File: config.mk
export PLATFORM = sky130hd
export DESIGN_NAME = alu_share_arbiter
export DESIGN_NICKNAME = d
export VERILOG_FILES = /design/src/rtl/alu_share_arbiter.sv
export SDC_FILE = /design/constraint.sdc
export NUM_CORES = 1
export LEC_CHECK = 0
export CORE_AREA = 2 2 132 134
export CTS_BUF_LIST = sky130_fd_sc_hd__clkbuf_8 sky130_fd_sc_hd__clkbuf_16
export DETAILED_ROUTE_END_ITERATION = 10
export DIE_AREA = 0 0 134 136
export GPL_TIMING_DRIVEN = 0
export PLACE_DENSITY = 0.79
export SYNTH_ARGS = -nofsm -noshare
export SYNTH_HDL_FRONTEND = slang
export SYNTH_SLANG_ARGS = --single-unit
File: constraint.sdc
create_clock -name clk -period 5 [get_ports clk]
set_clock_uncertainty 0.15 [all_clocks]
set_input_delay 1 -clock clk [delete_from_list [all_inputs] [get_ports clk]]
set_output_delay 1 -clock clk [all_outputs]
set_load 0.02 [all_outputs]
File: src/rtl/alu_share_arbiter.sv
// alu_share_arbiter: round-robin sharing of one combinational ALU between two
// requesters. A command is registered onto the ALU inputs, the ALU outputs are
// captured one cycle later, and the result is held on the owner's response port
// until that port consumes it.
module alu_share_arbiter #(
   parameter int unsigned WIDTH      = 32,
   parameter logic [1:0]  IDLE_BTYPE = 2'b11,
   parameter int unsigned CNT_W      = 16
) (
   input  logic             clk,
   input  logic             rst_n,
   // requester 0 command
   input  logic             req0_valid,
   output logic             req0_ready,
   input  logic [WIDTH-1:0] req0_a,
   input  logic [WIDTH-1:0] req0_b,
   input  logic             req0_cin,
   input  logic [2:0]       req0_op,
   input  logic             req0_binv,
   input  logic [1:0]       req0_btype,
   // requester 1 command
   input  logic             req1_valid,
   output logic             req1_ready,
   input  logic [WIDTH-1:0] req1_a,
   input  logic [WIDTH-1:0] req1_b,
   input  logic             req1_cin,
   input  logic [2:0]       req1_op,
   input  logic             req1_binv,
   input  logic [1:0]       req1_btype,
   // requester 0 response
   output logic             resp0_valid,
   input  logic             resp0_ready,
   output logic [WIDTH-1:0] resp0_result,
   output logic             resp0_cout,
   output logic             resp0_branch,
   // requester 1 response
   output logic             resp1_valid,
   input  logic             resp1_ready,
   output logic [WIDTH-1:0] resp1_result,
   output logic             resp1_cout,
   output logic             resp1_branch,
   // shared ALU
   output logic [WIDTH-1:0] alu_a,
   output logic [WIDTH-1:0] alu_b,
   output logic             alu_cin,
   output logic             alu_b_inv,
   output logic [2:0]       alu_op,
   output logic [1:0]       alu_btype,
   input  logic [WIDTH-1:0] alu_result,
   input  logic             alu_cout,
   input  logic             alu_will_branch,
   // completed-operation counter
   output logic [CNT_W-1:0] op_count
);

   typedef enum logic [1:0] {StIdle, StExec, StResp} state_t;

   state_t             state_q, state_d;
   logic               owner_q;
   logic               last_grant_q;
   logic               grant;
   logic               accept;
   logic               consume;

   logic [WIDTH-1:0]   a_q, b_q;
   logic               cin_q, binv_q;
   logic [2:0]         op_q;
   logic [1:0]         btype_q;

   logic [WIDTH-1:0]   res_result_q;
   logic               res_cout_q, res_branch_q;
   logic [CNT_W-1:0]   cnt_q;

   // Grant selection: a lone requester wins; on a tie the port not served last wins.
   always_comb begin
      grant = 1'b0;
      if (req0_valid && req1_valid) begin
         grant = ~last_grant_q;
      end else if (req1_valid) begin
         grant = 1'b1;
      end
   end

   assign accept     = (state_q == StIdle) && (req0_valid || req1_valid);
   assign req0_ready = (state_q == StIdle) && req0_valid && !grant;
   assign req1_ready = (state_q == StIdle) && req1_valid && grant;
   assign consume    = (state_q == StResp) && (owner_q ? resp1_ready : resp0_ready);

   // FSM state register.
   always_ff @(posedge clk or negedge rst_n) begin
      if (!rst_n) begin
         state_q <= StIdle;
      end else begin
         state_q <= state_d;
      end
   end

   // FSM next state: one EXEC cycle, then RESP until the owner consumes.
   always_comb begin
      state_d = state_q;
      unique case (state_q)
         StIdle: if (accept)  state_d = StExec;
         StExec:              state_d = StResp;
         StResp: if (consume) state_d = StIdle;
         default:             state_d = StIdle;
      endcase
   end

   // Command latch into ALU input registers and arbitration history.
   always_ff @(posedge clk or negedge rst_n) begin
      if (!rst_n) begin
         owner_q      <= 1'b0;
         last_grant_q <= 1'b1;
         a_q          <= '0;
         b_q          <= '0;
         cin_q        <= 1'b0;
         binv_q       <= 1'b0;
         op_q         <= 3'b000;
         btype_q      <= IDLE_BTYPE;
      end else if (accept) begin
         owner_q      <= grant;
         last_grant_q <= grant;
         a_q          <= grant ? req1_a     : req0_a;
         b_q          <= grant ? req1_b     : req0_b;
         cin_q        <= grant ? req1_cin   : req0_cin;
         binv_q       <= grant ? req1_binv  : req0_binv;
         op_q         <= grant ? req1_op    : req0_op;
         btype_q      <= grant ? req1_btype : req0_btype;
      end else if (consume) begin
         // Only the branch type reverts so an idle ALU never signals a branch.
         btype_q      <= IDLE_BTYPE;
      end
   end

   // Response capture at the end of EXEC and consumed-operation counting.
   always_ff @(posedge clk or negedge rst_n) begin
      if (!rst_n) begin
         res_result_q <= '0;
         res_cout_q   <= 1'b0;
         res_branch_q <= 1'b0;
         cnt_q        <= '0;
      end else begin
         if (state_q == StExec) begin
            res_result_q <= alu_result;
            res_cout_q   <= alu_cout;
            res_branch_q <= alu_will_branch;
         end
         if (consume) begin
            cnt_q <= cnt_q + CNT_W'(1);
         end
      end
   end

   assign alu_a     = a_q;
   assign alu_b     = b_q;
   assign alu_cin   = cin_q;
   assign alu_b_inv = binv_q;
   assign alu_op    = op_q;
   assign alu_btype = btype_q;

   // Both ports share the response registers; only valid is owner-specific.
   assign resp0_valid  = (state_q == StResp) && !owner_q;
   assign resp1_valid  = (state_q == StResp) && owner_q;
   assign resp0_result = res_result_q;
   assign resp0_cout   = res_cout_q;
   assign resp0_branch = res_branch_q;
   assign resp1_result = res_result_q;
   assign resp1_cout   = res_cout_q;
   assign resp1_branch = res_branch_q;

   assign op_count = cnt_q;

endmodule

# --- Yosys cells after proc, flatten, opt, wreduce, memory -nomap -nowiden ---
# Cells that the tools add are included.
# Widths: inputs -> output; s select.
word_totals:
  ff_bits: 125
  inputBits: 182
  out_inout_bits: 159
  wordCells: 48
classes:
  addsub: 1
  eq_ne: 4
  muxes: 14
  bitwise_logic: 1
  n_reduce_logical: 15
ops:
  columns: ["cell", "count"]
  rows:
  - ["$mux 32", 2]
  - ["$add 16x1->16 const B", 1]
  - ["$mux 2", 5]
  - ["$logic_and 1x1->1", 9]
  - ["$pmux 2 s3", 1]
  - ["$mux 1", 5]
  - ["$ne 2x2->1 const B", 2]
  - ["$mux 3", 1]
  - ["$eq 2x1->1 const B", 1]
  - ["$eq 2x2->1 const B", 1]
  - ["$logic_not 1->1", 2]
  - ["$logic_not 2->1", 1]
  - ["$reduce_and 2->1", 1]
  - ["$reduce_bool 2->1", 1]
  - ["$logic_or 1x1->1", 1]
  - ["$not 1->1", 1]

# --- Logic depth before layout (Yosys ltp) ---
# Gate-level depths: netlist (run 1).
logic_depth:
  ltp_word: 4
  ltp_mapped: 6
  mapped_depth_nobuf: 5

# --- Least setup slack after synthesis (run 1) ---
# Ideal clock, no wire load.
synth_timing:
  path_type: "input-to-output"
  startpoint: "in req1_valid"
  endpoint: "out req0_ready"
  t_arrival_ns: 1.767
  t_required_ns: 3.850
  setup_slack_ns: 2.083
  cell_stages: 4
  n_path_buf: 2
  path_cell_list: "a21boi_0 > buf_2 > buf_4 > nor2_1"
synth_between:
  elab_chain_len: 4
  word_cells_on_any_way: 5
synth_rtl:
  columns: ["item", "line_no", "rtl"]
  rows:
  - ["start, declared", "22", "input logic req1_valid,"]
  - ["$mux 1 or $logic_and 1x1->1 (tied branches)", "79, 77", null]
  - ["$mux 1 (*)", "77", "if (req0_valid && req1_valid) begin"]
  - ["$logic_not 1->1 (*)", "85", "assign req0_ready = (state_q == StIdle) && req0_valid && !grant;"]
  - ["$logic_and 1x1->1 (*)", "85", null]
  - ["end, declared", "14", "output logic req0_ready,"]
# Mark *: on every way between the ends. The rest lies on a longest branch, timed or not.

# --- Worst setup path after layout (run 1) ---
# Same ends and word-level chain as after synthesis.

==> flow_summary.json, run 1 <==
{
  "status": "finished, final reports clean",
  "grt_usage_pct": 20.1,
  "final-hold-violation-count": 0,
  "pre_cts_slack_ns": 0.945,
  "initial_utilization_pct": 33.7,
  "leakage_nw": 4.20,
  "finalSetupViolations": 0,
  "dieArea_um2": 18200,
  "critPathLaunchType": "primary input",
  "powerDensity_nw_per_um2": 655,
  "grt_pass1_vias": 4993,
  "port_buffers": 340,
  "globalRouteMet3Util_pct": 8.13,
  "maxCapViolCount": 0,
  "avgSynthCellArea_um2": 11.6,
  "pwr-share-comb_pct": 53.6,
  "p_switching_mw": 2.51,
  "vdd_ir_drop_max_mv": 0.356,
  "worst_path_most_repeated_cell": "clkdlybuf4s50_1",
  "p_clk_share_pct": 18.8,
  "clk_pin_slew_worst_paths_ns": 0.06,
  "coreArea_um2": 16900,
  "hold_depth": 1,
  "yosysWarningCount": 0,
  "grt_pass1_wl_um": 28000,
  "num_antenna_cells": 0,
  "gr-usage-met2_pct": 35.6,
  "worstRegToRegCells": 6,
  "dp_hpwl_um": 14300,
  "crit_fanout": 10,
  "cp_data_required_time_ns": 3.85,
  "rsz0062_at_grt": "false",
  "first_pass_iters": 4,
  "drc": 0,
  "hp-class": "flip-flop to flip-flop",
  "syn_to_final_growth_pct": 75.6,
  "p_int_mw": 4.02,
  "die_y_um": 136,
  "synth.area.top_cells": "dfrtp_1 54%, mux2i_1 13%, mux2_2 6.9%",
  "synth_top_area_share_pct": 53.7,
  "critical_path_class": "primary input to output pin",
  "cts_sinks": 125,
  "numCtsBuffers": 17,
  "worst-path-buf-inv": 4,
  "cp_slowest_cell": "clkdlybuf4s50_1",
  "htreeDepth": 4,
  "clockRootBuffer": "clkbuf_16",
  "hold_buffers": 0,
  "post-route-min-period_ns": 4.04,
  "fin_ws_ns": 0.956,
  "finalWeightedCongestion": 0.779,
  "critPathCaptureType": "output pin",
  "antenna_found_initial": 0,
  "via_per_inst": 4.60,
  "synth_cell_type_count": 27,
  "syn_nets": 674,
  "row_count": 48,
  "regToRegSetupSlack_ns": 2.94,
  "chipWidth_um": 134,
  "wl_per_cell_um": 17.1,
  "synth_top_cell_by_area": "dfrtp_1",
  "clock.fmax_ghz": 0.247,
  "cts_tree": "yes",
  "synthCells": 491,
  "power_frac_seq_pct": 27.7,
  "clock_latency_ns": 0.41,
  "cts_resized": 0,
  "cp.depth": 6,
  "fin_nets": 1034,
  "ys_ff_latch": 125,
  "drt_iter0_drc": 141,
  "grtUsageMet1_pct": 22.5,
  "ant_nets": 0,
  "fin_util_pct": 59.1,
  "gr-total-overflow": 0,
  "worstPathArrival_ns": 2.89,
  "pin_count": 341,
  "period_share_pct": 80.9,
  "cts_setup_buffers": 0,
  "yosysSeqAreaShare_pct": 55.1,
  "max-slew-margin-rel_pct": 59.9,
  "busiest_layer": "met2",
  "clk_path_buf_depth": 2,
  "worstMarginPinSlew_ns": 0.599,
  "netlist_area_um2": 5680,
  "routed_wl_um": 18600,
  "vias": 5008,
  "slowest_delay_ns": 0.56,
  "path_cells": "clkdlybuf4s50_1 > a21boi_0 > buf_2 > buf_4 > nor2_1 > clkdlybuf4s50_1",
  "grt_max_degree": 69,
  "final_area_um2": 9970,
  "placed_area_um2": 9390,
  "critPathTopFamily": "buffers and inverters",
  "slew_violations": 0,
  "drive_above_1_share_pct": 15.6,
  "switching_share_pct": 38.4
}
## synthesized netlist by cell type
library cell  instances
nand3_1               5
a21boi_0              1
nand2_1               6
xor2_1                4
o21a_1                1
ha_1                  1
xnor2_1              11
mux2i_4               1
and4_1                2
o21ai_0               1
buf_2                21
and3_1                1
nand2b_1              2
a31oi_1               1
buf_4                42
o21bai_1              1
nor4_4                2
mux2_2               35
mux2i_1              71
and2_1                1
a21oi_1              72
nor2_1               74
inv_1                 2
dfstp_2               3
dfrtp_1             122
nand4_1               4
nor3_1                4
## sequential cells by signal (all words and copies together) (netlist names), 2 cells and up
register	count
alu_b	32
alu_a	32
alu_op	3
op_count	16
state_q	2
alu_btype	2
resp0_result	32
## power groups by stage
stage                     clock network (mW)  registers, mW  logic (mW)
after floorplan                            0           2.32        1.30
after global placement                     0           1.80        3.48
after detailed placement                   0           1.82        3.52
after CTS                               1.25           1.81        3.54
after global routing                    1.30           1.87        3.73
final                                   1.22           1.81        3.50
## routing by layer
layer	wire, µm	vias to the layer above	share of wire [%]
li1	-	2371	-
met1	7090	2387	38
met2	9530	231	51
met3	1720	19	9.2
met4	283	0	1.5
met5	0	-	0
## cell families after synthesis
family          Yosys count  share of synthesized area [%]
flops                   125                           55.1
mux                     107                           19.8
simple gates            101                           8.02
compound gates           77                           6.94
buf+inv                  65                           7.53
xor+xnor                 15                           2.31
fa+ha+maj                 1                          0.220
## worst paths after layout
| check | startpoint | to |
|---|---|---|
| max in group asynchronous | rst_n | alu_btype[0] |
| min in group asynchronous | rst_n | alu_b[18] |
| worst max register to register | state_q[1] | alu_cin |
| worst min-delay path | op_count[15] | op_count[15] |
| worst min register to register | op_count[15] | op_count[15] |
| worst max-delay path | req1_valid | req0_ready |
## worst register-to-register path, cell delays in order, from the launching register on
cell     delay (ns)
dfrtp_1        0.39
nor2_1         0.31
o21a_1         0.17
buf_2          0.21
buf_2          0.27
buf_2          0.32
a21oi_1        0.12
## per-stage QoR
step / power, mW / hold slack [ns] / std cells / TNS, ns
2_1_floorplan: 3.62 / 0.353 / 491 / 0
3_5_place_dp: 5.34 / 0.325 / 1057 / 0
6_report: 6.53 / 0.343 / 1088 / 0
5_1_grt: 6.89 / 0.365 / 1088 / 0
4_1_cts: 6.60 / 0.341 / 1088 / 0
3_3_place_gp: 5.28 / 0.324 / 1056 / -280.61
## cell type report
class	count	area [µm²]
clock buffer	17	425
inverter	2	7.51
sequential	125	3130
fill	1444	6900
buffer	63	420
clock inverter	14	155
tap	225	282
timing repair buffer	341	3430
multi-input combinational	301	2120
## cell usage in the layout (no fill, tap or decap), types with 2 or more instances in the layout
cell type and instances:
dfstp_2 3, nor2_1 74, mux2_2 35, nor4_4 2
buf_2 21, nand4_1 4, clkdlybuf4s50_1 339, and4_1 2
inv_1 4, clkinvlp_4 2, buf_4 42, mux2i_1 71
nand3_1 5, dfrtp_1 122, a21oi_1 72, xor2_1 4
nor3_1 4, nand2_1 6, clkbuf_16 17, clkinv_2 5
clkinv_4 2, nand2b_1 2, bufinv_16 3, xnor2_1 11
(Power assumes the default switching activity.)
==> run 2: changes to the inputs <==
==> config.mk (replaced) <==
export PLATFORM = sky130hd
export DESIGN_NAME = alu_share_arbiter
export DESIGN_NICKNAME = d
export VERILOG_FILES = /design/src/rtl/alu_share_arbiter.sv
export SDC_FILE = /design/constraint.sdc
export NUM_CORES = 1
export LEC_CHECK = 0
export CORE_MARGIN = 2
export CORE_UTILIZATION = 34
export CTS_BUF_LIST = sky130_fd_sc_hd__clkbuf_8 sky130_fd_sc_hd__clkbuf_16
export DETAILED_ROUTE_END_ITERATION = 10
export GPL_TIMING_DRIVEN = 0
export PLACE_DENSITY = 0.82
export SYNTH_ARGS = -nofsm -noshare
export SYNTH_HDL_FRONTEND = slang
export SYNTH_SLANG_ARGS = --single-unit
==> constraint.sdc (replaced) <==
create_clock -name clk -period 3.6 [get_ports clk]
set_clock_uncertainty 0.15 [all_clocks]
set_input_delay 0.72 -clock clk [delete_from_list [all_inputs] [get_ports clk]]
set_output_delay 0.72 -clock clk [all_outputs]
set_load 0.02 [all_outputs]
==> run 2 against run 1 <==
Die area is 2.6% lower. Register-to-register slack got worse by 1.4 ns. Global-route usage is 0.66 points higher. Cell count is 0.37% lower. Critical path depth is the same. Utilization is 1.6 points higher. First-iteration DRC count is 2.8% lower. Sequential power grew 38%. Combinational power up 39%.
==> flow_summary.json, run 2 (synthesis gave the netlist of run 1 again) <==
{
  "status": "finished, final reports clean",
  "clock_latency_ns": 0.41,
  "finalWeightedCongestion": 0.771,
  "regToRegSetupSlack_ns": 1.54,
  "gr-total-overflow": 0,
  "cts_tree": "yes",
  "critical_path_class": "primary input to output pin",
  "critPathCaptureType": "output pin",
  "drc": 0,
  "grt_max_degree": 66,
  "numCtsBuffers": 17,
  "dieArea_um2": 17800,
  "worstMarginPinSlew_ns": 0.587,
  "clock.fmax_ghz": 0.294,
  "whs_ns": 0.129,
  "slowest_delay_ns": 0.64,
  "final_area_um2": 9990,
  "grt_usage_pct": 20.8,
  "cts_sinks": 125,
  "placed_area_um2": 9390,
  "pin_count": 341,
  "leakage_nw": 4.19,
  "die_y_um": 133,
  "vias": 5032,
  "initial_utilization_pct": 34.5,
  "fin_nets": 1034,
  "clk_path_buf_depth": 2,
  "layout_commonest_cell": "clkdlybuf4s50_1",
  "cp.depth": 6,
  "coreArea_um2": 16500,
  "nFillCells": 1340,
  "final-hold-violation-count": 0,
  "grt_pass1_vias": 5235,
  "htreeDepth": 4,
  "clockRootBuffer": "clkbuf_16",
  "post-route-min-period_ns": 3.40,
  "grt_pass1_wl_um": 28300,
  "worst_path_most_repeated_cell": "clkdlybuf4s50_1",
  "worst-path-buf-inv": 4,
  "crit_fanout": 10,
  "path_cells": "clkdlybuf4s50_1 > a21boi_0 > clkbuf_4 > buf_4 > nor2_1 > clkdlybuf4s50_1",
  "maxCapViolCount": 0,
  "port_buffers": 340,
  "fin_ws_ns": 0.201,
  "chipWidth_um": 133,
  "final_cell_mix": "339 x clkdlybuf4s50_1, 122 x dfrtp_1, 74 x nor2_1, 72 x a21oi_1, 71 x mux2i_1",
  "power.total_mw": 9.08,
  "antenna_found_initial": 0,
  "cp_data_required_time_ns": 2.73,
  "finalSetupViolations": 0,
  "powerDensity_nw_per_um2": 909,
  "clk_pin_slew_worst_paths_ns": 0.06,
  "ant_nets": 0,
  "vdd_ir_drop_max_mv": 0.434,
  "cp_slowest_cell": "clkdlybuf4s50_1",
  "wl_per_cell_um": 16.8,
  "pre_cts_slack_ns": 0.118,
  "placed_cells": 1052,
  "via_per_inst": 4.64,
  "dp_hpwl_um": 14100,
  "r2r_start": "state_q[1]",
  "worstPathArrival_ns": 2.53,
  "rsz0062_at_grt": "false",
  "row_count": 47,
  "startpoint": "req0_valid",
  "drt_iter0_drc": 137,
  "max-slew-margin-rel_pct": 60.9,
  "worstRegToRegCells": 6,
  "period_share_pct": 94.4,
  "slew_violations": 0,
  "rr_endpoint": "alu_a[31]",
  "routed_wl_um": 18200,
  "critPathLaunchType": "primary input",
  "instances_no_fill": 1084,
  "first_pass_iters": 4,
  "hp-class": "primary input to async pin",
  "num_antenna_cells": 0,
  "hold_buffers": 0,
  "critPathTopFamily": "buffers and inverters",
  "drive_above_1_share_pct": 15.9,
  "syn_to_final_growth_pct": 75.9
}
run 2: worst max-delay path by stage:
stage,end,slack (ns)
3_3_place_gp,resp0_result[10],-3.30
5_1_grt,req0_ready,0.03
3_5_place_dp,req0_ready,0.12
6_report,req0_ready,0.20
4_1_cts,req0_ready,0.11
2_1_floorplan,req0_ready,1.24
run 2: cell type report:
type,count,area (µm²),share of cell area [%]
sequential,125,3130,31.3
buffer,63,423,4.23
timing repair buffer,341,3430,34.3
inverter,2,7.51,0.0751
multi-input combinational,301,2120,21.2
clock buffer,20,467,4.67
clock inverter,12,138,1.38
tap,220,275,2.75
run 2: through the flow:
step	utilization [%]	TNS, ns
floorplan	-	0
global placement	56.8	-406.09
detailed placement	57.0	0
CTS	60.7	0
global route	60.7	0
finish	60.7	0
run 2: timing repair:
item,4_1_cts,5_1_grt
hold endpoints to repair,0,0
resized for setup,0,1
setup endpoints to repair,0,1
buffers inserted,0,0
run 2: routing by layer:
metal | global-route usage, % | share of wire (%) | vias to the layer above
li1 | - | - | 2382
met2 | 36.6 | 52 | 221
met4 | 5.73 | 1.0 | 0
met3 | 7.57 | 8.1 | 11
met1 | 23.9 | 39 | 2418
met5 | 0 | 0 | -
run 2: report_power, final:
part	switching (mW)	leakage [nW]	internal, mW
clock	0.652	0.287	1.08
combinational	2.41	2.47	2.45
sequential	0.425	1.44	2.07
==> RTL edit, RTL diff (config.mk and constraints of run 2) <==
Encoding of `state_t`: now one-hot (3 bits for 3 states).
--- a/src/rtl/alu_share_arbiter.sv
+++ b/src/rtl/alu_share_arbiter.sv
@@ -53,7 +53,7 @@
    output logic [CNT_W-1:0] op_count
 );
 
-   typedef enum logic [1:0] {StIdle, StExec, StResp} state_t;
+   typedef enum logic [2:0] {StIdle = 3'b001, StExec = 3'b010, StResp = 3'b100} state_t;
 
    state_t             state_q, state_d;
    logic               owner_q;
Formal check against the unedited RTL: same outputs for any inputs over 4 cycles, from zero or initial values and one cycle with rst_n low; so few cycles prove little.
==> RTL edit against run 2 <==
- hold slack improved by 0.040 ns
- die area rose by 1.4%
- synthesized area increased by 1.4%
- wire length fell by 1.7%
- total power down 0.73%
- highest routed layer unchanged
- largest cell class unchanged
- design area increased by 1.1%
- synthesized cell count increased by 1.6%
- sequential cell count rose by 1
- worst setup slack got worse by 0.066 ns
- clock power is 6% higher
- global-route usage is 0.81 points lower
- first-iteration DRC count grew 42%
- cell count up 0.65%
==> RTL edit: results (changes against run 2) <==
Parameter                              Value

Synthesis
  Post-synth net total    682 (+1.2%)
  Number of unique standard cell types used by synthesis    39 (+44%)
  Post-synthesis adder-cell area fraction    0.217% (-0.0031 points)
  Multiplexer area fraction after synthesis    19.4% (-0.43 points)
  Parity-gate share of the synthesized area counting xor and xnor cells    2.28% (-0.032 points)
  Synthesized-area fraction occupied by ao, oa, aoi and oai cells    6.73% (-0.21 points)
  Area contributors post-synth    dfrtp_1 53%, mux2i_1 12%, o21ai_1 6.1%, mux2_2 6.1%, nand2_1 5.0%
  Synth Area per Inst    11.5 um^2 (-0.22%)
  Most common library cells after synthesis    122 x dfrtp_1, 77 x nand2_1, 71 x mux2i_1

Global route
  Combined global-route utilization of all metal layers    20.0% (-0.81 points)
  Met1 Use GR    22.8% (-1.1 points)
  Vias in the first global route    5283 (+0.92%)
  GR Layer Usage met3    6.80% (-0.77 points)
  Largest net degree at the start of global routing    69 (+4.5%)
  Wire length of the first global-routing pass    27900 um (-1.5%)

Power and ir drop
  Static Leak    4.39 nW (+4.8%)
  Worst-case vdd ir drop    0.000472 V (+8.7%)
  Combinational power    4.66 mW (-4%)

Worst setup path
  Source of the worst register-to-register timing path    state_q[0]$_DFFE_PN1P_
  Startpoint of the worst setup timing path    req1_valid
  Biggest cell delay along the critical path    0.55 ns (-0.09 ns)
  R2R Path End    owner_q$_DFFE_PN0P_
  Worst R2R Setup Slack    1.47 ns (-0.07 ns)

Drt
  Via Count    5050 (+0.36%)
  Final WL    17900 um (-1.7%)
  Count of routing violations after the opening detailed-route iteration    195 (+42%)
  Routed length on met3    1490 um (+1.2%)

Placement
  Inst Count DP    1060 (+0.76%)
  Worst slack after detailed placement    0.0452 ns (-0.0726 ns)
  Sum of net half-perimeters after detailed placement    14100 um (about the same)
  Placed cell areas    9470 um^2 (+0.85%)

Clock tree
  Max Root-Sink Buffers    2 (unchanged)

Cells and area
  Filler Cells Inserted    1390 (+3.7%)
  Number of standard cells in the layout, taps in and fillers out    1091 (+0.65%)
  Fraction of layout instances using a drive strength above 1    15.8% (about the same)
  # nets final    1042 (+0.77%)

STA
  Worst setup margin    0.135 ns (-0.0660 ns)
  Headroom to the max-slew limit    57.0% (-3.9 points)
  Tightest hold margin    0.169 ns (+0.0398 ns)

Run status
  Result of the run    finished clean
RTL edit: stage by stage:
step                      TNS, ns  util (%)
after detailed placement        0      57.1
after global placement    -420.85      56.9
final                           0      60.9
after global routing            0      60.9
after CTS                       0      60.9
after floorplan                 0         -
RTL edit: worst max-delay path, delay by kind of cell:
| family | cells | cell delay, ns |
|---|---|---|
| compound gates | 1 | 0.17 |
| buf+inv | 4 | 1.63 |
| simple gates | 1 | 0.07 |
RTL edit: area by class of cell:
class / instances / area (um^2) / area share, %
sequential: 126 / 3160 / 31.2
tap: 220 / 275 / 2.72
clock buffer: 19 / 453 / 4.48
buffer: 60 / 382 / 3.78
clock inverter: 12 / 184 / 1.82
timing repair buffer: 341 / 3430 / 34.0
inverter: 2 / 7.51 / 0.0743
multi-input combinational: 311 / 2220 / 21.9
RTL edit: cell families after synthesis:
group | after synthesis
muxes | 107
and+or+nand+nor | 112
DFF | 126
buffers and inverters | 62
xor gates and xnor gates | 15
adders and majority gates | 1
AOI/OAI and AO/OA | 76
